**src/rtl/hvsync_generator.sv**
```systemverilog
// VGA-style horizontal/vertical timing generator: free-running pixel/line counters with sync and blanking decodes.
// Define HVSYNC_POSITIVE_SYNC_EN to make hsync/vsync active-high (default build: active-low).
module hvsync_generator #(
    parameter int H_DISPLAY = 640,
    parameter int H_FRONT   = 16,
    parameter int H_SYNC    = 96,
    parameter int H_BACK    = 48,
    parameter int V_DISPLAY = 480,
    parameter int V_FRONT   = 10,
    parameter int V_SYNC    = 2,
    parameter int V_BACK    = 33
) (
    input  logic       clk,
    input  logic       rst_n,
    output logic       hsync,
    output logic       vsync,
    output logic       display_on,
    output logic [9:0] hpos,
    output logic [9:0] vpos
);

    localparam int H_TOTAL = H_DISPLAY + H_FRONT + H_SYNC + H_BACK;
    localparam int V_TOTAL = V_DISPLAY + V_FRONT + V_SYNC + V_BACK;

    localparam logic [9:0] H_LAST     = 10'(H_TOTAL - 1);
    localparam logic [9:0] V_LAST     = 10'(V_TOTAL - 1);
    localparam logic [9:0] H_VIS      = 10'(H_DISPLAY);
    localparam logic [9:0] V_VIS      = 10'(V_DISPLAY);
    localparam logic [9:0] H_SYNC_BEG = 10'(H_DISPLAY + H_FRONT);
    localparam logic [9:0] H_SYNC_END = 10'(H_DISPLAY + H_FRONT + H_SYNC);
    localparam logic [9:0] V_SYNC_BEG = 10'(V_DISPLAY + V_FRONT);
    localparam logic [9:0] V_SYNC_END = 10'(V_DISPLAY + V_FRONT + V_SYNC);

    logic [9:0] hpos_q, hpos_d;
    logic [9:0] vpos_q, vpos_d;
    logic       hsync_act;
    logic       vsync_act;

    // vpos advances only on the line wrap, so both counters wrap together at end of frame
    always_comb begin
        hpos_d = hpos_q + 10'd1;
        vpos_d = vpos_q;
        if (hpos_q == H_LAST) begin
            hpos_d = 10'd0;
            if (vpos_q == V_LAST) begin
                vpos_d = 10'd0;
            end else begin
                vpos_d = vpos_q + 10'd1;
            end
        end
    end

    always_ff @(posedge clk) begin
        if (!rst_n) begin
            hpos_q <= 10'd0;
            vpos_q <= 10'd0;
        end else begin
            hpos_q <= hpos_d;
            vpos_q <= vpos_d;
        end
    end

    assign hsync_act  = (hpos_q >= H_SYNC_BEG) && (hpos_q < H_SYNC_END);
    assign vsync_act  = (vpos_q >= V_SYNC_BEG) && (vpos_q < V_SYNC_END);
    assign display_on = (hpos_q < H_VIS) && (vpos_q < V_VIS);
    assign hpos       = hpos_q;
    assign vpos       = vpos_q;

`ifdef HVSYNC_POSITIVE_SYNC_EN
    assign hsync = hsync_act;
    assign vsync = vsync_act;
`else
    assign hsync = ~hsync_act;
    assign vsync = ~vsync_act;
`endif

endmodule

```
**config.mk**
```make
export PLATFORM = sky130hd
export DESIGN_NAME = hvsync_generator
export DESIGN_NICKNAME = d
export VERILOG_FILES = /design/src/rtl/hvsync_generator.sv
export SDC_FILE = /design/constraint.sdc
export NUM_CORES = 1
export LEC_CHECK = 0
export CORE_MARGIN = 2
export CORE_UTILIZATION = 55
export DETAILED_ROUTE_END_ITERATION = 10
export DONT_BUFFER_PORTS = 1
export GPL_ROUTABILITY_DRIVEN = 0
export PLACE_DENSITY = 0.7
export SLEW_MARGIN = 20
export SYNTH_ARGS = -nofsm -noshare
export SYNTH_HDL_FRONTEND = slang
export SYNTH_SLANG_ARGS = --single-unit
```
**constraint.sdc**
```tcl
create_clock -name clk -period 3.4 [get_ports clk]
set_input_delay 0.68 -clock clk [delete_from_list [all_inputs] [get_ports clk]]
set_output_delay 0.68 -clock clk [all_outputs]
set_load 0.03 [all_outputs]
```
==> key figures, run 1 <==
Outcome
  – Status: complete, no violations

Critical path
  – Critical setup path kind: flop to primary output
  – Critical-path maximum fanout: 7
  – Cell chain of the critical path: or4b_2, or3_1
  – Critical path data required time: 2.72 ns
  – Slowest cell on the critical path: sky130_fd_sc_hd__dfxtp_1
  – Kind of capture point of the worst setup path: primary output
  – Startpoint Class: flop
  – Critical Path Max Stage Delay: 0.62 ns
  – Data arrival time of the critical path: 2.05 ns

Die
  – Overall die width: 47.14 µm
  – I/O pin count: 25
  – Placeable Area: 1745 µm²
  – Die footprint: 2222 µm²
  – Starting density of the core: 58.64%
  – Die outline height: 47.14 µm
  – # rows: 15

Cells and area
  – Number of nets at the end of the flow: 126
  – Fraction of final layout cells with drive strength greater than 1: 9.322%
  – # fillers: 164
  – Layout overhead on the synthesized area: 7.090%
  – Antenna cell count: 0
  – Final core utilization: 62.80%

Clocking
  – Level count of the clock H-tree: 1
  – TritonCTS clock tree: done
  – Number of buffers on the longest clock path: 2
  – Number of buffers added by the clock tree synthesis step: 3
  – Insertion delay of the later-clocked pin in the worst-skew pair: 0.31 ns
  – # hold bufs at CTS: 0
  – Count of cells resized by post-cts repair: 0
  – Total clock sinks: 20
  – Setup Buffers After CTS: 0
  – Root buffer cell: sky130_fd_sc_hd__clkbuf_4
  – Clock transition time at the flip-flop clock pins of the worst setup and hold paths: 0.12 ns

Routing
  – Vias post-DR: 830
  – Drt first pass iters: 4
  – Detailed-route vias per instance: 5.804
  – Antenna-violating nets left: 0
  – Total routed wirelength: 2.053 mm
  – Remaining DRCs: 0
  – DRC marker count from the first detailed-route iteration: 16
  – Wire per inst: 14.36 µm

GRT
  – Overflow after GRT: 0
  – Pin count of the biggest net entering global routing: 13
  – Global-route wire length before repair: 3.415 mm
  – Antenna violations before repair: 0
  – Vias in the first global route: 764
  – Global routing usage summed across all routing layers: 22.34%

Timing
  – Max-Slew Margin vs Limit: 53.43%
  – Count of endpoints failing setup in the final report: 0
  – Hold Vio Cnt, Final: 0
  – Setup Skew: 0.01580 ns
  – Post-Route Setup TNS: 0 ns
  – WHS: 0.4766 ns
  – Part of the cycle the worst path needs: 80.26%
  – Slew Limit Fails: 0
  – Min cycle time layout: 2.729 ns
  – Unrepaired setup endpoints after global routing: no
  – Highest attainable clock frequency: 366.5 MHz
  – Transition time at the pin with the least slew margin: 0.6978 ns

Logic synthesis
  – Total number of yosys warnings: 0
  – Prevailing post-synth register cell: sky130_fd_sc_hd__dfxtp_1
  – Cell count after synthesis: 115
  – Synthesized netlist net count: 122
  – Count leader, synth: sky130_fd_sc_hd__dfxtp_1
  – Flop and latch count out of synthesis: 20
  – Avg Synthesized Cell Area: 8.900 µm²
  – Largest cells by area after synthesis: sky130_fd_sc_hd__dfxtp_1 39%, sky130_fd_sc_hd__xnor2_1 7.7%, sky130_fd_sc_hd__nor2_1 6.2%, sky130_fd_sc_hd__ha_1 6.1%, sky130_fd_sc_hd__nand4_1 3.1%
  – Count of distinct cell types in the synthesized netlist: 31
  – Share of the synthesized area in the top cell type: 39.12%
  – Syn Std Cell Area: 1023 µm²
  – Most frequent cells after synthesis: 20 x sky130_fd_sc_hd__dfxtp_1, 17 x sky130_fd_sc_hd__nor2_1, 9 x sky130_fd_sc_hd__xnor2_1, 7 x sky130_fd_sc_hd__inv_1, 6 x sky130_fd_sc_hd__nand2_1
  – Sequential area share after synthesis: 39.12%
  – Library cell with the largest summed area after synthesis: sky130_fd_sc_hd__dfxtp_1
  – Proportion of synthesized flip-flops having asynchronous set or reset: 0%
  – Number of synthesized flops with an enable pin: 0

Place
  – Port buffer count: 0
  – Post-DP HPWL: 1.533 mm

Flow run
  – Number of maximum-capacitance violations: 0

Min path
  – Classification of the worst-slack hold path: input pin to flop

Power
  – Worst IR Drop VDD: 415.0 µV
  – Power per cell area: 412.9 nW/µm²
  – Total leakage power: 0.0003698 µW
[critical path: cells and delay by family, from the launching register on]
family           cells  cell delay (ns)
and+or+nand+nor      2             1.12
DFF                  1             0.62
[report_power, final]
group | leakage [µW] | total [µW] | switching [µW] | internal, µW
Sequential | 0.000162 | 248 | 10.5 | 237
Combinational | 0.000180 | 9.67 | 5.39 | 4.28
Clock | 0.0000279 | 195 | 75.8 | 119
[per-stage QoR]
stage	power, µW	cells	instance area, µm²	setup WS, ns
after global routing	471.1	143	1096	0.5948
after CTS	460.0	143	1096	0.6506
after global placement	262.6	139	1044	1.025
after detailed placement	263.4	139	1044	1.014
final	452.5	143	1096	0.6712
after floorplan	260.0	115	1023	1.073
[worst paths after layout]
kind	from	endpoint	slack [ns]	depth (start not counted)
max	vpos[3]	vsync	0.67	2
min	rst_n	hpos[4]	0.48	1
max reg2reg	hpos[0]	vpos[6]	1.12	5
min reg2reg	hpos[0]	hpos[0]	0.64	1
[layout make-up]
cell class / count / area [µm²] / share of cell area, %
Sequential cell: 20 / 400.4 / 36.53
Inverter: 7 / 26.28 / 2.397
Clock inverter: 1 / 30.03 / 2.740
Tap cell: 25 / 31.28 / 2.854
Multi-Input combinational cell: 87 / 585.6 / 53.42
Clock buffer: 3 / 22.52 / 2.055
[registers in the layout, indices dropped and copies added (netlist names)]
register  flops
vpos         10
hpos         10
[layout by cell type (no fill, tap or decap), drive strengths merged]
master,n
clkbuf,3
inv,7
nor2,17
nor3,2
o31ai,2
mux2i,1
nor4b,2
nor4,2
and3,2
nand4b,1
or4b,1
and4,1
nand3,5
o21ai,4
xnor2,9
a21oi,5
or4,2
dfxtp,20
ha,5
nor3b,1
or2,1
o2111ai,1
nand4,5
or3b,1
and2,3
xor2,3
nand2,6
or3,5
bufinv,1
[logic make-up after synthesis]
group | synth area share (%)
buffers and inverters | 3.668
and+or+nand+nor | 31.42
AOI/OAI and AO/OA | 8.436
muxes | 0.9780
DFF | 39.12
xor gates and xnor gates | 10.27
adders and majority gates | 6.112
[routing by layer]
metal / global-route usage (%) / vias to the layer above / share of wire [%]
met1: 28.64 / 387 / 43
met2: 34.79 / 29 / 49
met4: 6.667 / 0 / 0.88
li1: - / 410 / -
met3: 8.846 / 4 / 7.1
met5: 0 / - / 0
Power figures use the tool's default switching activity.
==> run 2, diff against run 1 <==
==> constraint.sdc (replaced) <==
create_clock -name clk -period 2.6 [get_ports clk]
set_input_delay 0.52 -clock clk [delete_from_list [all_inputs] [get_ports clk]]
set_output_delay 0.52 -clock clk [all_outputs]
set_load 0.03 [all_outputs]
==> run 2 against run 1 <==
Critical path depth stayed put. Largest cell class unchanged. Register-to-register slack worse by 0.61 ns. Clock skew is 0.015 ns lower. Via count is 4.1% higher.
==> key figures, run 2 (synthesis results as in run 1) <==
Clocking
  – Count of cells resized by post-cts repair: 0 (unchanged)
  – TritonCTS clock tree: done
  – Setup Buffers After CTS: 0 (unchanged)
  – Number of buffers added by the clock tree synthesis step: 3 (unchanged)
  – Insertion delay of the later-clocked pin in the worst-skew pair: 0.30 ns (about the same)
  – Root buffer cell: sky130_fd_sc_hd__clkbuf_4
  – Level count of the clock H-tree: 1 (unchanged)
  – Number of buffers on the longest clock path: 2 (unchanged)
  – # hold bufs at CTS: 0 (unchanged)
  – Clock transition time at the flip-flop clock pins of the worst setup and hold paths: 0.11 ns (about the same)
  – Total clock sinks: 20 (unchanged)

Min path
  – Classification of the worst-slack hold path: input pin to flop

Critical path
  – Critical-path maximum fanout: 7 (unchanged)
  – Cell chain of the critical path: or4b_2, or3_1
  – Startpoint Class: flop
  – CP startpoint: vpos[4]
  – Critical setup path kind: flop to primary output
  – Critical path data required time: 2.08 ns (-0.64 ns)
  – Cell depth of the worst flop-to-flop path: 4 (-1)
  – Kind of capture point of the worst setup path: primary output
  – Worst flop-to-flop path startpoint: hpos[8]
  – Data arrival time of the critical path: 1.82 ns (-0.23 ns)
  – Critical Path Max Stage Delay: 0.62 ns (about the same)
  – Minimum setup slack among reg-to-reg paths: 0.51 ns (-0.61 ns)
  – Worst reg2reg path endpoint: vpos[4]
  – Critical Path Sink: vsync
  – Slowest cell on the critical path: sky130_fd_sc_hd__or4b_2

Outcome
  – Status: complete, no violations

Power
  – Cell Int Power: 374.6 µW (+3.8%)
  – Worst IR Drop VDD: 292.4 µV (-30%)
  – Power share of the combinational group: 6.3% (+4.2 points)
  – Share of total power consumed by net switching: 23.32% (+3.1 points)
  – Switching component of the power: 113.9 µW (+24%)
  – Part of the total power dissipated in the clock network: 29.9% (-13 points)
  – Power share of the sequential group: 63.8% (+9.1 points)
  – Power after layout: 488.5 µW (+8.0%)
  – Power per cell area: 433.8 nW/µm² (+5.1%)
  – Total leakage power: 0.0003986 µW (+7.8%)

Timing
  – Transition time at the pin with the least slew margin: 0.7073 ns (+0.009465 ns)
  – Min cycle time layout: 2.340 ns
  – Slew Limit Fails: 0 (unchanged)
  – Max-Slew Margin vs Limit: 52.80% (-0.63 points)
  – Highest attainable clock frequency: 427.3 MHz
  – Post-Route Setup TNS: 0 ns (unchanged)
  – Hold Vio Cnt, Final: 0 (unchanged)
  – Setup Skew: 0.0009148 ns (-0.01489 ns)
  – Part of the cycle the worst path needs: 90.00%
  – Unrepaired setup endpoints after global routing: no
  – Count of endpoints failing setup in the final report: 0 (unchanged)

Die
  – Die outline height: 47.14 µm (unchanged)
  – Starting density of the core: 58.64% (unchanged)
  – Overall die width: 47.14 µm (unchanged)
  – Placeable Area: 1745 µm² (unchanged)
  – Die footprint: 2222 µm² (unchanged)
  – # rows: 15 (unchanged)
  – I/O pin count: 25 (unchanged)

Cells and area
  – Area of the multi-input gates: 585.6 µm² (unchanged)
  – # fillers: 156 (-4.9%)
  – Most common library cell in the layout ignoring fill and taps: sky130_fd_sc_hd__dfxtp_1
  – Number of nets at the end of the flow: 134 (+6.3%)
  – Final core utilization: 64.52% (+1.7 points)
  – Antenna cell count: 0 (unchanged)
  – Fraction of final layout cells with drive strength greater than 1: 14.40% (+5.1 points)
  – Commonest cells after routing, fill and taps aside: 20 x sky130_fd_sc_hd__dfxtp_1, 17 x sky130_fd_sc_hd__nor2_1, 9 x sky130_fd_sc_hd__xnor2_1
  – Area of all sequential standard cells: 400.4 µm² (unchanged)
  – Layout overhead on the synthesized area: 10.02%

Place
  – Port buffer count: 0 (unchanged)
  – Post-DP HPWL: 1.544 mm (+0.68%)

Routing
  – Total routed wirelength: 2.070 mm (+0.83%)
  – Wire per inst: 13.80 µm (-3.9%)
  – Detailed-route vias per instance: 5.760 (-0.76%)
  – Vias post-DR: 864 (+4.1%)
  – DRC marker count from the first detailed-route iteration: 10 (-6)
  – Drt first pass iters: 4 (unchanged)
  – Antenna-violating nets left: 0 (unchanged)
  – Remaining DRCs: 0 (unchanged)

GRT
  – Global routing usage summed across all routing layers: 21.47% (-0.88 points)
  – Most crowded layer after global routing: met2
  – Antenna violations before repair: 0 (unchanged)
  – Routing usage on met2: 30.41% (-4.4 points)
  – Vias in the first global route: 743 (-2.7%)
  – Global-route wire length before repair: 3.312 mm (-3.0%)
  – Overflow after GRT: 0 (unchanged)
  – Met1 track demand over resource in global routing: 30.09% (+1.5 points)
  – Pin count of the biggest net entering global routing: 11 (-2)
  – Routing usage on met3: 7.308% (-1.5 points)

Flow run
  – Number of maximum-capacitance violations: 0 (unchanged)
## run 2: how the worst min path moves through the flow
| stage | cells past startpoint | endpoint | from | slack, ns |
|---|---|---|---|---|
| floorplan | 1 | hpos[0] | hpos[0] | 0.59 |
| global placement | 2 | vpos[4] | vpos[4] | 0.55 |
| CTS | 1 | hpos[4] | rst_n | 0.34 |
| detailed placement | 2 | vpos[4] | vpos[4] | 0.56 |
| finish | 1 | hpos[4] | rst_n | 0.34 |
| global route | 1 | hpos[6] | rst_n | 0.33 |
## run 2: worst max-delay path: cells and delay by family (launching register included)
family	cells	cell delay, ns
flip-flops	1	0.38
AND/OR/NAND/NOR	2	1.14
## run 2: layout make-up
class / count / area share, %
multi-input cells: 87 / 52.00
flip-flops and latches: 20 / 35.56
repair buffers: 8 / 5.333
well taps: 25 / 2.778
inverters: 7 / 2.333
clock buffers: 3 / 2.000
## run 2: metrics by stage
| step | cells | worst slack [ns] | hold WS (ns) | area [µm²] |
|---|---|---|---|---|
| 3_3_place_gp | 147 | 0.5756 | 0.5510 | 1104 |
| 2_1_floorplan | 115 | 0.4326 | 0.5863 | 1023 |
| 5_1_grt | 150 | 0.2054 | 0.3258 | 1126 |
| 6_report | 150 | 0.2599 | 0.3363 | 1126 |
| 4_1_cts | 150 | 0.2634 | 0.3357 | 1126 |
| 3_5_place_dp | 147 | 0.5206 | 0.5576 | 1104 |
## run 2: power groups by stage
stage	Sequential (µW)	Clock, µW	Combinational, µW
finish	312	146	30.6
floorplan	330	0	10.2
global route	312	162	33.8
global placement	319	0	30.8
CTS	312	145	31.2
detailed placement	319	0	31.0
## run 2: layer usage
metal	wire length (µm)	share of wire (%)	up-vias
met5	0	0	-
met4	15	0.72	0
met3	162	7.8	2
met2	958	46	35
met1	933	45	400
li1	-	-	427
